===== src/rtl/capture_ctrl_if.sv =====
// Bundles the capture-engine control inputs and the buffer-write/status outputs.
// The slave side belongs to the engine; the master side drives arm/abort and the sample strobe.
interface capture_ctrl_if #(
    parameter int ADDR_W = 12
);
    logic              arm;
    logic              abort;
    logic              sample_valid;
    logic              trig_in;
    logic [ADDR_W-1:0] pretrig_len;
    logic [ADDR_W-1:0] posttrig_len;
    logic              buf_wr_en;
    logic [ADDR_W-1:0] buf_wr_addr;
    logic              busy;
    logic              done;
    logic [ADDR_W-1:0] trig_addr;
    logic [ADDR_W-1:0] start_addr;

    modport slave (
        input  arm, abort, sample_valid, trig_in, pretrig_len, posttrig_len,
        output buf_wr_en, buf_wr_addr, busy, done, trig_addr, start_addr
    );

    modport master (
        output arm, abort, sample_valid, trig_in, pretrig_len, posttrig_len,
        input  buf_wr_en, buf_wr_addr, busy, done, trig_addr, start_addr
    );
endinterface


===== src/rtl/capture_ctrl.sv =====
// Circular pre/post-trigger write sequencer for the sample buffer; buf_wr_en is zero-latency from sample_valid.
// No backpressure: every valid sample while capturing is written, abort kills the write in the same cycle.
module capture_ctrl #(
    parameter int ADDR_W = 12
) (
    input  logic          wr_clk,
    input  logic          rst_n,
    capture_ctrl_if.slave cap
);
    typedef enum logic [2:0] {IDLE, PRETRIG, WAIT_TRIG, POSTTRIG, DONE} state_t;

    state_t            state_q, state_d;
    logic [ADDR_W-1:0] addr_q, addr_d;
    logic [ADDR_W-1:0] trig_addr_q, trig_addr_d;
    logic [ADDR_W-1:0] start_addr_q, start_addr_d;
    logic [ADDR_W-1:0] pre_l_q, pre_l_d;
    logic [ADDR_W-1:0] post_l_q, post_l_d;
    logic [ADDR_W-1:0] cnt_q, cnt_d;
    logic              hist_q, hist_d;

    logic              capturing;
    logic              wr_en;
    logic              edge_det;
    logic [ADDR_W-1:0] cnt_inc;
    logic [ADDR_W-1:0] post_clamp;

    assign capturing = (state_q == PRETRIG) || (state_q == WAIT_TRIG) || (state_q == POSTTRIG);
    assign wr_en     = capturing && cap.sample_valid && !cap.abort;
    assign edge_det  = wr_en && cap.trig_in && !hist_q;
    assign cnt_inc   = cnt_q + ADDR_W'(1);
    // All-ones minus pretrig_len is its bitwise inverse: the room left after pre + trigger sample.
    assign post_clamp = (cap.posttrig_len > ~cap.pretrig_len) ? ~cap.pretrig_len : cap.posttrig_len;

    always_comb begin
        state_d      = state_q;
        addr_d       = addr_q;
        trig_addr_d  = trig_addr_q;
        start_addr_d = start_addr_q;
        pre_l_d      = pre_l_q;
        post_l_d     = post_l_q;
        cnt_d        = cnt_q;
        hist_d       = hist_q;

        if (cap.abort) begin
            state_d = IDLE;
        end else begin
            case (state_q)
                IDLE, DONE: begin
                    if (cap.arm) begin
                        pre_l_d  = cap.pretrig_len;
                        post_l_d = post_clamp;
                        addr_d   = '0;
                        cnt_d    = '0;
                        hist_d   = 1'b0;
                        state_d  = (cap.pretrig_len == '0) ? WAIT_TRIG : PRETRIG;
                    end
                end
                PRETRIG: begin
                    if (wr_en) begin
                        cnt_d = cnt_inc;
                        if (cnt_inc == pre_l_q) state_d = WAIT_TRIG;
                    end
                end
                WAIT_TRIG: begin
                    if (edge_det) begin
                        trig_addr_d  = addr_q;
                        start_addr_d = addr_q - pre_l_q;
                        cnt_d        = '0;
                        state_d      = (post_l_q == '0) ? DONE : POSTTRIG;
                    end
                end
                POSTTRIG: begin
                    if (wr_en) begin
                        cnt_d = cnt_inc;
                        if (cnt_inc == post_l_q) state_d = DONE;
                    end
                end
                default: state_d = IDLE;
            endcase
        end

        // wr_en already excludes abort and idle states, so this never collides with the arm path.
        if (wr_en) begin
            addr_d = addr_q + ADDR_W'(1);
            hist_d = cap.trig_in;
        end
    end

    always_ff @(posedge wr_clk or negedge rst_n) begin
        if (!rst_n) begin
            state_q      <= IDLE;
            addr_q       <= '0;
            trig_addr_q  <= '0;
            start_addr_q <= '0;
            pre_l_q      <= '0;
            post_l_q     <= '0;
            cnt_q        <= '0;
            hist_q       <= 1'b0;
        end else begin
            state_q      <= state_d;
            addr_q       <= addr_d;
            trig_addr_q  <= trig_addr_d;
            start_addr_q <= start_addr_d;
            pre_l_q      <= pre_l_d;
            post_l_q     <= post_l_d;
            cnt_q        <= cnt_d;
            hist_q       <= hist_d;
        end
    end

    assign cap.buf_wr_en   = wr_en;
    assign cap.buf_wr_addr = addr_q;
    assign cap.busy        = capturing;
    assign cap.done        = (state_q == DONE);
    assign cap.trig_addr   = trig_addr_q;
    assign cap.start_addr  = start_addr_q;
endmodule

===== src/flat_wrapper.sv =====
// flat-port wrapper written by rule: the top's interface ports become plain ports
module capture_ctrl_flat 
#(
    parameter int ADDR_W = 12
)
  (wr_clk, rst_n, cap_arm, cap_abort, cap_sample_valid, cap_trig_in, cap_pretrig_len, cap_posttrig_len, cap_buf_wr_en, cap_buf_wr_addr, cap_busy, cap_done, cap_trig_addr, cap_start_addr);
  capture_ctrl_if #(.ADDR_W(ADDR_W)) cap_i ();
  input  logic wr_clk;
  input  logic rst_n;
  input wire logic [$bits(cap_i.arm)-1:0] cap_arm;
  input wire logic [$bits(cap_i.abort)-1:0] cap_abort;
  input wire logic [$bits(cap_i.sample_valid)-1:0] cap_sample_valid;
  input wire logic [$bits(cap_i.trig_in)-1:0] cap_trig_in;
  input wire logic [$bits(cap_i.pretrig_len)-1:0] cap_pretrig_len;
  input wire logic [$bits(cap_i.posttrig_len)-1:0] cap_posttrig_len;
  output wire logic [$bits(cap_i.buf_wr_en)-1:0] cap_buf_wr_en;
  output wire logic [$bits(cap_i.buf_wr_addr)-1:0] cap_buf_wr_addr;
  output wire logic [$bits(cap_i.busy)-1:0] cap_busy;
  output wire logic [$bits(cap_i.done)-1:0] cap_done;
  output wire logic [$bits(cap_i.trig_addr)-1:0] cap_trig_addr;
  output wire logic [$bits(cap_i.start_addr)-1:0] cap_start_addr;
  assign cap_i.arm = cap_arm;
  assign cap_i.abort = cap_abort;
  assign cap_i.sample_valid = cap_sample_valid;
  assign cap_i.trig_in = cap_trig_in;
  assign cap_i.pretrig_len = cap_pretrig_len;
  assign cap_i.posttrig_len = cap_posttrig_len;
  assign cap_buf_wr_en = cap_i.buf_wr_en;
  assign cap_buf_wr_addr = cap_i.buf_wr_addr;
  assign cap_busy = cap_i.busy;
  assign cap_done = cap_i.done;
  assign cap_trig_addr = cap_i.trig_addr;
  assign cap_start_addr = cap_i.start_addr;
  capture_ctrl #(.ADDR_W(ADDR_W)) u_core (.wr_clk(wr_clk), .rst_n(rst_n), .cap(cap_i));
endmodule

===== config.mk =====
export PLATFORM = sky130hd
export DESIGN_NAME = capture_ctrl_flat
export DESIGN_NICKNAME = d
export VERILOG_FILES = /design/src/rtl/capture_ctrl_if.sv /design/src/rtl/capture_ctrl.sv /design/src/flat_wrapper.sv
export SDC_FILE = /design/constraint.sdc
export NUM_CORES = 1
export LEC_CHECK = 0
export CORE_MARGIN = 3
export CORE_UTILIZATION = 50
export DETAILED_ROUTE_END_ITERATION = 7
export GPL_TIMING_DRIVEN = 1
export PLACE_DENSITY = 0.72
export SYNTH_ARGS = -nofsm -noshare
export SYNTH_HDL_FRONTEND = slang
export SYNTH_SLANG_ARGS = --single-unit

===== constraint.sdc =====
create_clock -name wr_clk -period 6.5 [get_ports wr_clk]
set_input_delay 0.65 -clock wr_clk [delete_from_list [all_inputs] [get_ports wr_clk]]
set_output_delay 0.65 -clock wr_clk [all_outputs]
set_load 0.01 [all_outputs]

==> flow_summary.toml <==
[floorplan]
die_h_um = 106
initial_core_util_pct = 52.4
fp.coreArea_um2 = 9460
io_pins = 69
die_area_um2 = 11200
rows = 35
dieWidth_um = 106

[yosys]
synth-edff-count = 0
ys_ff_latch = 76
ys_types = 65
syn_nets = 623
postSynthCellCount = 567
synth.area.top_cells = "dfrtp_1 (38%), ha_1 (6.3%), o21ai_0 (6.0%), nand2_1 (5.1%), mux2i_1 (4.4%)"
synthArstFlopShare_pct = 100
syn_area_um2 = 4960
synth.yosys.seq_area_share_pct = 38.3
yosysWarnings = 0
synth_area_leader_cell = "dfrtp_1"
ys.flop_type = "dfrtp_1"
synth_top_area_share_pct = 38.3
synth_area_per_cell_um2 = 8.75

[clock_tree]
clockBufferDepth = 2
tritoncts = "built"
clk_latency_ns = 0.36
cts_resized = 0
cts_setup_buffers = 0
holdBufCountCts = 0
root_buffer = "clkbuf_8"
cts.clk_slew.worst_paths_ns = 0.09
htree_levels = 3
cts_buffers = 9
cts_sinks = 76

[pwr]
switching_share_pct = 41.9
ir_drop_mv = 0.136
power_frac_comb_pct = 43.2
power_leakage_nw = 2.60
internal-power_mw = 1.14
p_clk_share_pct = 17.2
p_sw_mw = 0.821
p_seq_share_pct = 39.5
power.density_nw_per_um2 = 334

[place]
hpwlAfterDp_um = 10000
place.gp.congestion = 0.905
numPortBuffers = 68
place_area_um2 = 5690

[sta]
slew_viol_final = 0
rsz0062_at_grt = "no"
hold_viol_final = 0
setup_violations = 0
clock.fmax_mhz = 303
post-route-min-period_ns = 3.30
layout_worst_path_cycle_share_pct = 50.8
worst_clock_skew_ns = 0.0106
tightest_slew_ns = 1.25
finalSetupTns_ns = 0
slew_headroom_pct = 16.4

[routing]
viasPerCell = 5.83
vias = 4383
routed_wl_um = 13300
drt-pass1-iter-count = 5
route.detailed.drc = 0
wl_per_cell_um = 17.8
drt_iter0_drc = 265
postRouteAntennaNets = 0

[grt]
grt_max_degree = 77
grt_usage_pct = 24.4
grt_pass1_wl_um = 21700
grt_pass1_vias = 4082
antenna_found_initial = 0
overflow = 0

[finish]
multi_input_area_um2 = 2790
fillers = 835
final_layout_size_suffix_gt1_share_pct = 6.26
fin_area_um2 = 5870
area_growth_pct = 18.3
regArea_um2 = 1900
final_nets = 674
num_antenna_cells = 0

[worst_setup_path]
worstPathRequired_ns = 5.85
crit_arrival_ns = 2.65
crit_fanout = 13
cp-start-kind = "primary input"
criticalPathCategory = "primary input to output pin"
crit_path_end_kind = "output pin"
rr_worst_depth = 7

[status]
outcome = "complete, no violations"

[run]
cap_viol_max_count = 0

[worst_hold_path]
hold_class = "primary input to async pin"
-- power by group through the flow --
stage | combinational (mW) | sequential, mW | clock (mW)
finish | 0.847 | 0.774 | 0.338
global placement | 0.828 | 0.774 | 0
CTS | 0.847 | 0.769 | 0.345
global route | 0.942 | 0.794 | 0.360
detailed placement | 0.843 | 0.779 | 0
floorplan | 0.563 | 0.728 | 0
-- final cells by class --
| class | instances | area share [%] |
|---|---|---|
| Tap cell | 129 | 2.75 |
| Clock buffer | 10 | 2.18 |
| Timing Repair Buffer | 70 | 11.8 |
| Sequential cell | 76 | 32.4 |
| Multi-Input combinational cell | 422 | 47.5 |
| Inverter | 39 | 2.50 |
| Clock inverter | 6 | 0.832 |
-- registers in the layout (all words and copies together) (netlist names) --
| name | count |
|---|---|
| u_core.cap.buf_wr_addr | 12 |
| u_core.cap.start_addr | 12 |
| u_core.cap.trig_addr | 12 |
| u_core.cnt_q | 12 |
| u_core.hist_q | 1 |
| u_core.post_l_q | 12 |
| u_core.pre_l_q | 12 |
| u_core.state_q | 3 |
-- Yosys cell counts, types with 11 or more instances --
master,count
nor2_1,32
a21oi_1,21
nand2_1,68
nor2b_1,11
clkbuf_1,19
nor3_1,17
inv_1,39
xnor2_1,13
nand3_1,15
o21ai_0,59
ha_1,25
dfrtp_1,76
mux2i_1,22
-- logic make-up after synthesis --
logic type      after synthesis  share of synthesized area (%)
compound gates              142                           17.9
fa+ha+maj                    26                           6.71
simple gates                196                           19.6
xor+xnor                     25                           4.84
flops                        76                           38.3
buf+inv                      69                           5.60
mux                          33                           7.01
-- worst max-delay path, cell delays in order --
cell and delay [ns]:
clkdlybuf4s50_1 0.55, nor2b_1 0.21, o211ai_1 0.22, inv_1 0.37, clkdlybuf4s50_1 0.65
-- path summary, 6_finish.rpt --
path | start | to | slack (ns)
max | cap_abort | cap_buf_wr_en | 3.20
min | rst_n | u_core.cap.start_addr[1] | 0.43
max reg2reg | u_core.cnt_q[3] | u_core.state_q[0] | 3.39
min reg2reg | u_core.cap.start_addr[0] | u_core.cap.start_addr[0] | 0.49
max in group asynchronous | rst_n | u_core.post_l_q[6] | 5.43
min in group wr_clk | u_core.cap.start_addr[0] | u_core.cap.start_addr[0] | 0.49
-- routing by layer --
metal	vias up	track usage, %	share of wire [%]
li1	2137	-	-
met1	2092	37.3	48
met2	145	37.0	45
met3	9	3.80	6.7
met4	0	4.07	0.78
met5	-	0	0
-- metrics by stage --
stage	hold WS (ns)	worst slack [ns]	total power, mW	cells	util [%]
floorplan	0.354	3.86	1.29	567	-
global placement	0.464	3.07	1.60	736	60.1
detailed placement	0.475	3.01	1.62	736	60.1
CTS	0.470	3.20	1.96	752	62.0
global route	0.504	3.05	2.10	752	62.0
finish	0.432	3.20	1.96	752	62.0
-- cells in the final DEF (no fill, tap or decap), types with 3 or more instances in the layout --
cell | Yosys | layout
dfrtp_1 | 76 | 76
nand2_1 | 68 | 68
clkdlybuf4s50_1 | 0 | 67
o21ai_0 | 59 | 59
inv_1 | 39 | 39
nor2_1 | 32 | 32
ha_1 | 25 | 25
mux2i_1 | 22 | 22
a21oi_1 | 21 | 21
nor3_1 | 17 | 17
nand3_1 | 15 | 15
xnor2_1 | 13 | 13
nor2b_1 | 11 | 11
mux2_2 | 10 | 10
xor2_1 | 10 | 10
o31ai_1 | 10 | 10
a31oi_1 | 9 | 9
clkbuf_8 | 0 | 9
nand4_1 | 8 | 8
nor4_1 | 8 | 8
and3_1 | 6 | 6
or2_2 | 6 | 6
o21a_1 | 5 | 5
a21o_1 | 5 | 5
o211ai_1 | 4 | 4
and2_1 | 4 | 4
or3_1 | 4 | 4
or4_1 | 3 | 3
a211oi_1 | 3 | 3
o41ai_1 | 3 | 3
buf_4 | 1 | 3
Power figures use the tool's default switching activity.
